$ cat config.mk
export PLATFORM = sky130hd
export DESIGN_NAME = phy_rx_sync_ctrl_flat
export DESIGN_NICKNAME = d
export VERILOG_FILES = /design/src/rtl/phy_rx_sync_ctrl_if.sv /design/src/rtl/phy_rx_sync_ctrl.sv /design/src/flat_wrapper.sv
export SDC_FILE = /design/constraint.sdc
export NUM_CORES = 1
export LEC_CHECK = 0
export CAP_MARGIN = 20
export CORE_UTILIZATION = 40
export DETAILED_ROUTE_END_ITERATION = 7
export PLACE_DENSITY = 0.64
export SLEW_MARGIN = 0
export SYNTH_ARGS = -nofsm -noshare
export SYNTH_HDL_FRONTEND = slang
export SYNTH_SLANG_ARGS = --single-unit
$ cat constraint.sdc
create_clock -name clk_32f -period 2.1 [get_ports clk_32f]
set_input_delay 0.42 -clock clk_32f [delete_from_list [all_inputs] [get_ports clk_32f]]
set_output_delay 0.42 -clock clk_32f [all_outputs]
set_load 0.05 [all_outputs]
$ cat src/rtl/phy_rx_sync_ctrl_if.sv
// Serial receive bundle between the PHY sampler and the sync controller.
// The slave side is the controller; the master side feeds data_in and observes results.
interface phy_rx_sync_ctrl_if;
    logic       data_in;
    logic [7:0] data_out;
    logic       valid_out;
    logic       byte_strobe;
    logic       active;
    logic       aligned;

    modport master (
        output data_in,
        input  data_out,
        input  valid_out,
        input  byte_strobe,
        input  active,
        input  aligned
    );

    modport slave (
        input  data_in,
        output data_out,
        output valid_out,
        output byte_strobe,
        output active,
        output aligned
    );
endinterface

$ cat src/rtl/phy_rx_sync_ctrl.sv
// Receive-side sync controller: bit-level COM hunt, byte alignment lock,
// then delivery of aligned bytes with COM bytes flagged as idle.
module phy_rx_sync_ctrl #(
    parameter logic [7:0]  COM_BYTE   = 8'hBC,
    parameter int unsigned SYNC_COUNT = 4
) (
    input  logic               clk_32f,
    input  logic               reset,
    phy_rx_sync_ctrl_if.slave  bus
);

    typedef enum logic [1:0] {
        SEARCH,
        ALIGN,
        ACTIVE
    } state_t;

    localparam logic [3:0] SYNC_LIM = 4'(SYNC_COUNT);
    localparam bit         SINGLE   = (SYNC_COUNT == 1);

    state_t     state;
    logic [7:0] sr;
    logic [7:0] sr_next;
    logic [2:0] bit_cnt;
    logic [3:0] com_cnt;
    logic [7:0] data_q;
    logic       valid_q;
    logic       strobe_q;
    logic       active_q;
    logic       aligned_q;
    logic       is_com;
    logic       boundary;

    assign sr_next  = {sr[6:0], bus.data_in};
    assign is_com   = (sr_next == COM_BYTE);
    assign boundary = (bit_cnt == 3'd7);

    always_ff @(posedge clk_32f) begin
        if (reset) begin
            state     <= SEARCH;
            sr        <= 8'h00;
            bit_cnt   <= 3'd0;
            com_cnt   <= 4'd0;
            data_q    <= 8'h00;
            valid_q   <= 1'b0;
            strobe_q  <= 1'b0;
            active_q  <= 1'b0;
            aligned_q <= 1'b0;
        end else begin
            sr <= sr_next;
            case (state)
                SEARCH: begin
                    valid_q  <= 1'b0;
                    strobe_q <= 1'b0;
                    if (is_com) begin
                        // A hit here fixes the byte phase: the next sampled bit is bit 0 of a byte.
                        bit_cnt   <= 3'd0;
                        com_cnt   <= 4'd1;
                        aligned_q <= 1'b1;
                        if (SINGLE) begin
                            state    <= ACTIVE;
                            active_q <= 1'b1;
                        end else begin
                            state <= ALIGN;
                        end
                    end
                end

                ALIGN: begin
                    bit_cnt <= bit_cnt + 3'd1;
                    if (boundary) begin
                        if (is_com) begin
                            com_cnt <= com_cnt + 4'd1;
                            if ((com_cnt + 4'd1) == SYNC_LIM) begin
                                state    <= ACTIVE;
                                active_q <= 1'b1;
                            end
                        end else begin
                            state     <= SEARCH;
                            com_cnt   <= 4'd0;
                            aligned_q <= 1'b0;
                        end
                    end
                end

                ACTIVE: begin
                    bit_cnt <= bit_cnt + 3'd1;
                    if (boundary) begin
                        data_q   <= sr_next;
                        strobe_q <= 1'b1;
                        valid_q  <= !is_com;
                    end else begin
                        strobe_q <= 1'b0;
                        valid_q  <= 1'b0;
                    end
                end

                default: begin
                    state     <= SEARCH;
                    com_cnt   <= 4'd0;
                    active_q  <= 1'b0;
                    aligned_q <= 1'b0;
                end
            endcase
        end
    end

    assign bus.data_out    = data_q;
    assign bus.valid_out   = valid_q;
    assign bus.byte_strobe = strobe_q;
    assign bus.active      = active_q;
    assign bus.aligned     = aligned_q;

endmodule

$ cat src/flat_wrapper.sv
// flat-port wrapper written by rule: the top's interface ports become plain ports
module phy_rx_sync_ctrl_flat 
#(
    parameter logic [7:0]  COM_BYTE   = 8'hBC,
    parameter int unsigned SYNC_COUNT = 4
)
  (clk_32f, reset, bus_data_in, bus_data_out, bus_valid_out, bus_byte_strobe, bus_active, bus_aligned);
  phy_rx_sync_ctrl_if bus_i ();
  input  logic clk_32f;
  input  logic reset;
  input wire logic [$bits(bus_i.data_in)-1:0] bus_data_in;
  output wire logic [$bits(bus_i.data_out)-1:0] bus_data_out;
  output wire logic [$bits(bus_i.valid_out)-1:0] bus_valid_out;
  output wire logic [$bits(bus_i.byte_strobe)-1:0] bus_byte_strobe;
  output wire logic [$bits(bus_i.active)-1:0] bus_active;
  output wire logic [$bits(bus_i.aligned)-1:0] bus_aligned;
  assign bus_i.data_in = bus_data_in;
  assign bus_data_out = bus_i.data_out;
  assign bus_valid_out = bus_i.valid_out;
  assign bus_byte_strobe = bus_i.byte_strobe;
  assign bus_active = bus_i.active;
  assign bus_aligned = bus_i.aligned;
  phy_rx_sync_ctrl #(.COM_BYTE(COM_BYTE), .SYNC_COUNT(SYNC_COUNT)) u_core (.clk_32f(clk_32f), .reset(reset), .bus(bus_i));
endmodule
==> reports/qor.csv <==
stage;metric;value;unit
run_status;outcome;complete, no violations;
clock_tree;setup bufs post-CTS;0;
logic_synthesis;register area share after synthesis;44.05;%
timing;Clock Skews;0.005661;ns
global_route;vias in the first global route;961;
timing;slew margin rel.;62.42;%
clock_tree;clock sink count;28;
global_route;initial antenna violation count;0;
layout;most frequent cells in the layout;dfxtp_1, nand2_1, a21oi_1;
timing;final worst setup slack;0.1718;ns
route;Final ANT Viol Nets;0;
place;pre-CTS WS;-0.1760;ns
route;Via density;5.180;
clock_tree;post-cts gate resize count;0;
floorplan;die footprint;3411;sq um
setup_path;worst-path fanout max;3;
place;IO buf count;14;
power_and_ir_drop;leakage power;0.5489;nW
logic_synthesis;Synth Cell Area;1272;sq um
logic_synthesis;Synth async-reset ratio;0;%
timing;setup tns final;0;ns
place;Cell Area, Placed;1483;sq um
layout;Final Cell Area;1535;sq um
floorplan;Starting Density;42.02;%
power_and_ir_drop;PwrDens;592.4;nW/um^2
floorplan;Die Y;58.40;um
run;max_cap viols;0;
layout;Fillers;304;
global_route;Total Routing Usage GR;17.18;%
layout;final antenna diode count;0;
layout;footprint of the multi-input gates;663.1;sq um
logic_synthesis;Synth Warn #;0;
setup_path;Max stage delay on crit path;0.81;ns
logic_synthesis;biggest area consumer among synthesized cells;dfxtp_1;
layout;Seq. cell area;560.5;sq um
logic_synthesis;Cell variety after synth;35;
setup_path;Worst EP required;1.68;ns
setup_path;Cell Chain, Critical Path;clkdlybuf4s50_1;
setup_path;crit path DAT;1.51;ns
setup_path;Crit-path slowest cell;clkdlybuf4s50_1;
setup_path;Crit. End Element;primary output;
clock_tree;Worst-Skew Late Latency;0.33;ns
timing;actual slew at the worst max-slew pin;0.5590;ns
route;drt total wl;2.654;mm
place;DPL Wire Length;1.918;mm
floorplan;Die X;58.40;um
hold_path;Hold WC Path Type;reg -> reg;
floorplan;Boundary Pins;15;
clock_tree;CTS Root Cell;clkbuf_4;
setup_path;CP startpoint kind;flop;
logic_synthesis;Post-synth EDFFs;0;
layout;Finished Core Util;50.70;%
logic_synthesis;Yosys reg bits;28;
clock_tree;hold buffer count at CTS;0;
logic_synthesis;Synth Area per Inst;8.898;sq um
layout;share of cells above drive strength 1;9.938;%
clock_tree;Worst-path clk slew;0.15;ns
global_route;first-pass GRT wire length;4.464;mm
logic_synthesis;Synth Flop Type;dfxtp_1;
route;DRC;0;
timing;Worst Hold Margin;0.4631;ns
route;drt first pass iters;4;
clock_tree;htree depth;1;
floorplan;core area;3028;sq um
power_and_ir_drop;worst vdd ir;0.3399;mV
setup_path;WP buf/inv;1;
timing;RSZ-0062 raised after global routing;no;
route;WL/cell;12.95;um
timing;max-slew violations;0;
clock_tree;CTS tree;yes;
place;gpl congestion;0.8323;
timing;Fin. Hold Viols;0;
logic_synthesis;Synth Instances;143;
clock_tree;Inserted Clock Buffers;3;
route;First DRT Iteration DRCs;30;
logic_synthesis;top post-synthesis cells by area;dfxtp_1, a21oi_1, ha_1;
setup_path;critical path class;reg -> out;
layout;final net count;172;
floorplan;Row Count;20;
logic_synthesis;Mapped Nets;153;
global_route;overflow left after global routing;0;
logic_synthesis;share of the synthesized area in the top cell type;44.05;%
timing;Final min period;1.928;ns
clock_tree;clk buf depth;2;
route;DR vias;1062;
timing;Final Setup Violations;0;
global_route;largest net degree at the start of global routing;17;
setup_path;family with the most delay on the worst path;buffers and inverters;
timing;period utilisation layout;91.82;%
layout;commonest non-fill, non-tap cell in the layout;dfxtp_1;
layout;Syn-to-layout area delta;20.65;%
timing;Fmax achieved;518.6;MHz
sequential cells by signal, indices dropped and copies added, names as in the netlist:
| name | count |
|---|---|
| u_core.com_cnt | 4 |
| u_core.bit_cnt | 3 |
| u_core.bus.valid_out | 1 |
| u_core.sr | 7 |
| u_core.bus.aligned | 1 |
| u_core.bus.active | 1 |
| u_core.bus.data_out | 8 |
| u_core.bus.byte_strobe | 1 |
| u_core.state | 2 |
worst reg2reg max path, cell delays in order, from the launching register on:
cell	delay, ns
dfxtp_1	0.49
ha_1	0.24
or4bb_1	0.48
o31ai_1	0.16
a41oi_1	0.18
a211oi_1	0.22
path summary, 6_finish.rpt:
| path | from | end | slack, ns | cells after the start |
|---|---|---|---|---|
| setup reg to reg | u_core.com_cnt[0]$_SDFFE_PP0P_ | u_core.bus.active$_SDFFE_PP0P_ | 0.26 | 5 |
| hold / removal | u_core.bus.data_out[2]$_SDFFE_PP0P_ | u_core.bus.data_out[2]$_SDFFE_PP0P_ | 0.46 | 2 |
| setup / recovery | u_core.bus.aligned$_SDFFE_PP0P_ | bus_aligned | 0.17 | 1 |
| hold reg to reg | u_core.bus.data_out[2]$_SDFFE_PP0P_ | u_core.bus.data_out[2]$_SDFFE_PP0P_ | 0.46 | 2 |
kinds of logic (layout without fill, tap and decap cells):
group	count (synthesis)	in the layout	share of synthesized area [%]
simple gates	58	58	24.78
compound gates	36	36	18.19
flops	28	28	44.05
buf+inv	11	29	3.835
fa+ha+maj	7	7	6.883
mux	2	2	1.573
xor+xnor	1	1	0.6884
power by group:
part / switching, mW / total [mW] / internal (mW)
Clock: 0.161 / 0.354 / 0.193
Combinational: 0.0106 / 0.0192 / 0.00860
Sequential: 0.00209 / 0.537 / 0.535
cell type report:
cell class / instances / share of cell area (%)
Clock buffer: 3 / 1.467
Clock inverter: 1 / 1.956
Inverter: 5 / 1.222
Multi-Input combinational cell: 104 / 43.19
Sequential cell: 28 / 36.51
Tap cell: 44 / 3.586
Timing Repair Buffer: 20 / 12.06
synthesized netlist by cell type (all sizes together), types with 2 or more instances:
library cell,number
nand2b,2
nor2b,9
a31oi,2
a21oi,18
mux2i,2
nand4,4
clkbuf,5
and3,2
o31ai,3
nand2,20
a211oi,2
inv,5
o21ai,5
nor3,4
nor2,7
nor4,3
dfxtp,28
ha,7
stage by stage:
stage,total power [mW],cells
after floorplan,0.5580,143
after global placement,0.5668,201
after detailed placement,0.5672,201
after CTS,0.9223,205
after global routing,0.9440,205
final,0.9095,205
metal layers:
metal  up-vias  GRT usage [%]  part of all wire [%]
li1        544              -                     -
met2        19          26.93                    46
met3         2          2.198                   4.3
met1       497          24.35                    49
met5         -              0                     0
met4         0          6.122                  0.64
(Power assumes the default switching activity.)
